### config.mk
export PLATFORM = sky130hd
export DESIGN_NAME = pipeline_control
export DESIGN_NICKNAME = d
export VERILOG_FILES = /design/src/rtl/pipeline_control_pkg.sv /design/src/rtl/pipeline_control_hazard_detect.sv /design/src/rtl/pipeline_control.sv
export SDC_FILE = /design/constraint.sdc
export NUM_CORES = 1
export LEC_CHECK = 0
export BUFFER_PORTS_ARGS = -buffer_cell sky130_fd_sc_hd__buf_4
export CAP_MARGIN = 20
export CORE_MARGIN = 2
export CORE_UTILIZATION = 40
export DETAILED_ROUTE_END_ITERATION = 6
export SLEW_MARGIN = 20
export SYNTH_ARGS = -nofsm -noshare
export SYNTH_HDL_FRONTEND = slang
export SYNTH_SLANG_ARGS = --single-unit
### constraint.sdc
create_clock -name clk -period 4.5 [get_ports clk]
set_input_delay 0.45 -clock clk [delete_from_list [all_inputs] [get_ports clk]]
set_output_delay 0.45 -clock clk [all_outputs]
set_load 0.01 [all_outputs]
### src/rtl/pipeline_control_pkg.sv
// Shared definitions for the pipeline stall/flush sequencer: state encodings and
// register-address width used by the hazard compare.
package pipeline_control_pkg;

  localparam int unsigned RegAddrW = 5;

  // Encodings are visible on the state port; the cpu debug/LED logic decodes them.
  typedef enum logic [1:0] {
    StRun     = 2'd0,
    StMemWait = 2'd1,
    StFlush   = 2'd2
  } pc_state_e;

endpackage

### src/rtl/pipeline_control_hazard_detect.sv
// Load-use hazard compare between the load in execute and the instruction in decode.
module pipeline_control_hazard_detect
  import pipeline_control_pkg::*;
(
  input  logic [RegAddrW-1:0] de_rs1_i,
  input  logic [RegAddrW-1:0] de_rs2_i,
  input  logic                de_use_rs1_i,
  input  logic                de_use_rs2_i,
  input  logic                ex_mem_read_i,
  input  logic [RegAddrW-1:0] ex_reg_dest_i,
  output logic                lu_o
);

  logic rs1_hit;
  logic rs2_hit;

  always_comb begin
    rs1_hit = de_use_rs1_i && (de_rs1_i == ex_reg_dest_i);
    rs2_hit = de_use_rs2_i && (de_rs2_i == ex_reg_dest_i);
    // x0 never carries a dependency.
    lu_o    = ex_mem_read_i && (ex_reg_dest_i != '0) && (rs1_hit || rs2_hit);
  end

endmodule

### src/rtl/pipeline_control.sv
// Central stall/flush sequencer for the 5-stage pipeline: load-use stalls, memory-wait
// holds with timeout, and wrong-path flushes on taken branches, plus perf counters.
module pipeline_control
  import pipeline_control_pkg::*;
#(
  parameter int unsigned FLUSH_CYCLES = 3,
  parameter int unsigned MEM_TIMEOUT  = 16,
  parameter int unsigned COUNT_W      = 16
) (
  input  logic               clk,
  input  logic               rst,
  input  logic               en,
  input  logic [4:0]         de_rs1,
  input  logic [4:0]         de_rs2,
  input  logic               de_use_rs1,
  input  logic               de_use_rs2,
  input  logic               ex_MemRead,
  input  logic [4:0]         ex_RegDest,
  input  logic               mem_req,
  input  logic               mem_done,
  input  logic               branch_taken,
  output logic               stall_if,
  output logic               stall_de,
  output logic               stall_ex,
  output logic               stall_mem,
  output logic               bubble_ex,
  output logic               bubble_wb,
  output logic               flush_if_de,
  output logic               flush_de_ex,
  output logic               flush_ex_mem,
  output logic               mem_abort,
  output logic               mem_timeout,
  output logic [1:0]         state,
  output logic [COUNT_W-1:0] stall_cycles,
  output logic [COUNT_W-1:0] flush_events
);

  localparam int unsigned TmrW  = $clog2(MEM_TIMEOUT + 1);
  localparam int unsigned FcntW = $clog2(FLUSH_CYCLES + 1);

  localparam logic [TmrW-1:0]    TmrOne   = TmrW'(1);
  localparam logic [TmrW-1:0]    TmrLast  = TmrW'(MEM_TIMEOUT - 1);
  localparam logic [FcntW-1:0]   FcntOne  = FcntW'(1);
  localparam logic [FcntW-1:0]   FcntLoad = FcntW'(FLUSH_CYCLES - 1);
  localparam logic [COUNT_W-1:0] CntOne   = COUNT_W'(1);
  // A single-cycle flush is fully covered by the detect cycle.
  localparam pc_state_e StAfterBranch = (FLUSH_CYCLES == 1) ? StRun : StFlush;

  pc_state_e          state_q, state_d;
  logic [TmrW-1:0]    tmr_q, tmr_d;
  logic [FcntW-1:0]   fcnt_q, fcnt_d;
  logic               timeout_q, timeout_d;
  logic [COUNT_W-1:0] stall_cnt_q, stall_cnt_d;
  logic [COUNT_W-1:0] flush_cnt_q, flush_cnt_d;

  logic lu;
  logic mw;
  logic mem_stall;
  logic lu_stall;
  logic flush;
  logic abort;
  logic flush_evt;

  pipeline_control_hazard_detect u_hazard_detect (
    .de_rs1_i      (de_rs1),
    .de_rs2_i      (de_rs2),
    .de_use_rs1_i  (de_use_rs1),
    .de_use_rs2_i  (de_use_rs2),
    .ex_mem_read_i (ex_MemRead),
    .ex_reg_dest_i (ex_RegDest),
    .lu_o          (lu)
  );

  assign mw = mem_req & ~mem_done;

  always_comb begin
    state_d   = state_q;
    tmr_d     = tmr_q;
    fcnt_d    = fcnt_q;
    timeout_d = timeout_q;
    mem_stall = 1'b0;
    lu_stall  = 1'b0;
    flush     = 1'b0;
    abort     = 1'b0;
    flush_evt = 1'b0;

    case (state_q)
      StRun: begin
        if (branch_taken) begin
          flush     = 1'b1;
          flush_evt = 1'b1;
          fcnt_d    = FcntLoad;
          state_d   = StAfterBranch;
        end else if (mw) begin
          mem_stall = 1'b1;
          tmr_d     = TmrOne;
          state_d   = StMemWait;
        end else if (lu) begin
          lu_stall = 1'b1;
        end
      end
      StMemWait: begin
        if (branch_taken) begin
          abort     = 1'b1;
          flush     = 1'b1;
          flush_evt = 1'b1;
          fcnt_d    = FcntLoad;
          tmr_d     = '0;
          state_d   = StAfterBranch;
        end else if (mem_done) begin
          tmr_d   = '0;
          state_d = StRun;
        end else if (tmr_q == TmrLast) begin
          abort     = 1'b1;
          timeout_d = 1'b1;
          tmr_d     = '0;
          state_d   = StRun;
        end else begin
          mem_stall = 1'b1;
          tmr_d     = tmr_q + TmrOne;
        end
      end
      StFlush: begin
        flush = 1'b1;
        if (branch_taken) begin
          flush_evt = 1'b1;
          fcnt_d    = FcntLoad;
        end else begin
          fcnt_d = fcnt_q - FcntOne;
          if (fcnt_q == FcntOne) begin
            state_d = StRun;
          end
        end
      end
      default: state_d = StRun;
    endcase

    stall_cnt_d = stall_cnt_q;
    if ((mem_stall || lu_stall) && (stall_cnt_q != '1)) begin
      stall_cnt_d = stall_cnt_q + CntOne;
    end
    flush_cnt_d = flush_cnt_q;
    if (flush_evt && (flush_cnt_q != '1)) begin
      flush_cnt_d = flush_cnt_q + CntOne;
    end
  end

  always_ff @(posedge clk or posedge rst) begin
    if (rst) begin
      state_q     <= StRun;
      tmr_q       <= '0;
      fcnt_q      <= '0;
      timeout_q   <= 1'b0;
      stall_cnt_q <= '0;
      flush_cnt_q <= '0;
    end else if (en) begin
      state_q     <= state_d;
      tmr_q       <= tmr_d;
      fcnt_q      <= fcnt_d;
      timeout_q   <= timeout_d;
      stall_cnt_q <= stall_cnt_d;
      flush_cnt_q <= flush_cnt_d;
    end
  end

  // Pipeline-facing controls are masked while reset is held.
  always_comb begin
    stall_if     = ~rst & (mem_stall | lu_stall);
    stall_de     = ~rst & (mem_stall | lu_stall);
    stall_ex     = ~rst & mem_stall;
    stall_mem    = ~rst & mem_stall;
    bubble_ex    = ~rst & lu_stall;
    bubble_wb    = ~rst & mem_stall;
    flush_if_de  = ~rst & flush;
    flush_de_ex  = ~rst & flush;
    flush_ex_mem = ~rst & flush;
    mem_abort    = ~rst & abort;
    mem_timeout  = timeout_q;
    state        = state_q;
    stall_cycles = stall_cnt_q;
    flush_events = flush_cnt_q;
  end

endmodule
==> flow_metrics.tcl <==
set metrics [dict create \
    die_area_um2 6330 \
    finalWirelength_mm 4.79 \
    root_buffer "clkbuf_8" \
    setup_viol 0 \
    syn-cell-area_um2 2280 \
    grt_usage_pct 16.2 \
    crit_chain "nor3_4 -> nand3_1 -> a21oi_2 -> nand2_1 -> a21oi_1 -> buf_4" \
    endpoint_kind "primary output" \
    crit_family "flip-flops" \
    async_flop_share_pct 100 \
    ys_seq_elements 42 \
    cts_tree "done" \
    ant_nets 0 \
    crit_type "flip-flop to primary output" \
    io_buffer_count 68 \
    final-hold-violation-count 0 \
    power_leakage_nw 1.42 \
    diodes 0 \
    routabilityCongestion 0.781 \
    worst_pin_slew_ps 761 \
    avgSynthCellArea_um2 10.2 \
    synthCells 224 \
    status "finished clean" \
    dp.cells 356 \
    r2r-start "tmr_q[0]" \
    grt_start_max_net_pins 24 \
    netlist-cell-type-count 48 \
    power.density_nw_per_um2 390 \
    cap_violations 0 \
    p_total_mw 1.14 \
    cts_setup_buffers 0 \
    fin_cells 363 \
    vias 1816 \
    period_needed_ps 2310 \
    grt_overflow 0 \
    numCtsBuffers 5 \
    clk-insertion-delay-late_ps 290 \
    core_area_um2 5510 \
    wl_per_cell_um 13.2 \
    fin_setup_tns_ps 0 \
    layout_common_cells "buf_4 (69), dfrtp_1 (42), xnor2_1 (34)" \
    remaining_drc_errors 0 \
    cts_resized 0 \
    dieWidth_um 79.6 \
    grt_pass1_wl_mm 8.07 \
    clk_pin_slew_worst_paths_ps 80 \
    skew_ps 10.6 \
    hold_path.class "input port to async pin" \
    io_pins 69 \
    hpwl_mm 3.60 \
    antenna_found_initial 0 \
    critical_path_cell_count 6 \
    num_rows 27 \
    yosysSeqAreaShare_pct 46.0 \
    yosysWarnings 0 \
    cts.sinks 42 \
    clk_path_buf_depth 2 \
    mostFrequentLayoutCell "buf_4" \
    slowest_delay_ps 550 \
    arrival_ps 1860 \
    syn2layout_area_growth_pct 28.5 \
    ir_drop_uv 232 \
    drtPass1Iterations 4 \
    die_y_um 79.6 \
    final_nets 319 \
    slowest_stage "dfrtp_1" \
    fmax_mhz 432 \
    final_core_util_pct 53.3 \
    cp_num_buf_inv 1 \
    synthFlopType "dfrtp_1" \
    timing.reg2reg.setup_slack_ps 2400 \
    start_kind "flip-flop" \
    synth_enable_flop_cells 0 \
    dpl_cell_area_um2 2820 \
    htree_levels 2 \
    drtIter0Drc 78 \
    r2r_end "stall_cycles[1]" \
    routed_via_density 5.00 \
    slew_headroom_pct 49.2 \
    layout-drive-gt1-share_pct 30.9 \
    maxSlewViolCount 0 \
    first_global_vias 1739 \
    grt_setup_unrepaired "false" \
    initial_core_util_pct 41.5 \
    design_area_um2 2940 \
    rr_worst_depth 7 \
    hold_buffers 0 \
    cp_data_required_time_ps 4050 \
    post-route-period-util_pct 51.4 \
    cp_max_fo 12 \
    syn_nets 252 \
]
==> worst register-to-register path, cell delays in order (launching register included) <==
cell	delay [ps]
dfrtp_1	430
ha_1	250
nand3_1	150
nor2_1	100
a21o_1	210
a21boi_4	160
nor2_4	320
mux2_2	370
==> through the flow <==
step	hold slack, ps	setup WS [ps]
floorplan	471	2170
global placement	465	2290
detailed placement	458	2230
CTS	232	2170
global route	250	2010
finish	211	2190
==> metal layers <==
| metal | vias to the layer above | GRT usage (%) | wire length [µm] |
|---|---|---|---|
| li1 | 904 | - | - |
| met1 | 857 | 21.8 | 2270 |
| met2 | 50 | 24.9 | 2110 |
| met3 | 5 | 5.20 | 358 |
| met4 | 0 | 4.83 | 58 |
| met5 | - | 0 | 0 |
==> power by group <==
group / total [mW] / switching, mW / internal, mW
clock: 0.303 / 0.125 / 0.178
sequential: 0.531 / 0.0922 / 0.439
combinational: 0.309 / 0.146 / 0.163
total: 1.14 / 0.364 / 0.780
==> how the worst max path moves through the flow <==
stage	start	endpoint	slack, ps
2_1_floorplan	rst	flush_ex_mem	2170
6_report	state[1]	stall_if	2190
5_1_grt	state[1]	stall_if	2010
3_3_place_gp	rst	flush_if_de	2290
3_5_place_dp	rst	flush_de_ex	2230
4_1_cts	state[1]	stall_if	2170
==> synth_stat cells, types with 2 or more instances <==
cell / n / area share (%)
dfrtp_1: 42 / 46
xnor2_1: 34 / 13
nand2_1: 24 / 3.9
nand3_1: 18 / 3.9
nor2_1: 11 / 1.8
and3_1: 9 / 2.5
nand4_1: 9 / 2.5
inv_1: 8 / 1.3
xor2_1: 6 / 2.3
buf_4: 5 / 1.6
a21oi_1: 4 / 0.88
ha_1: 4 / 2.2
and2_1: 3 / 0.82
o21ai_0: 3 / 0.66
o21ai_1: 3 / 0.66
o22ai_1: 3 / 0.82
and4_1: 2 / 0.77
buf_6: 2 / 0.99
nand4_2: 2 / 1.1
nor3_1: 2 / 0.44
nor3b_1: 2 / 0.66
o21ai_2: 2 / 0.77
==> state kept, by name (all words and copies together) (netlist names) <==
name          cells
stall_cycles     16
tmr_q             5
flush_events     16
fcnt_q            2
mem_timeout       1
state             2
==> kinds of logic after synthesis <==
group / share of synthesized area [%]
fa+ha+maj: 2.19
simple gates: 23.4
mux: 0.931
compound gates: 7.78
flops: 46.0
buf+inv: 4.33
xor+xnor: 15.3
==> final cells by class <==
type / count / area (µm²)
fillers: 530 / 2570
multi-input cells: 165 / 1130
flip-flops and latches: 42 / 1050
repair buffers: 69 / 518
well taps: 72 / 90.1
clock buffers: 6 / 82.6
clock inverters: 1 / 30.0
inverters: 8 / 30.0
Power figures use the tool's default switching activity.
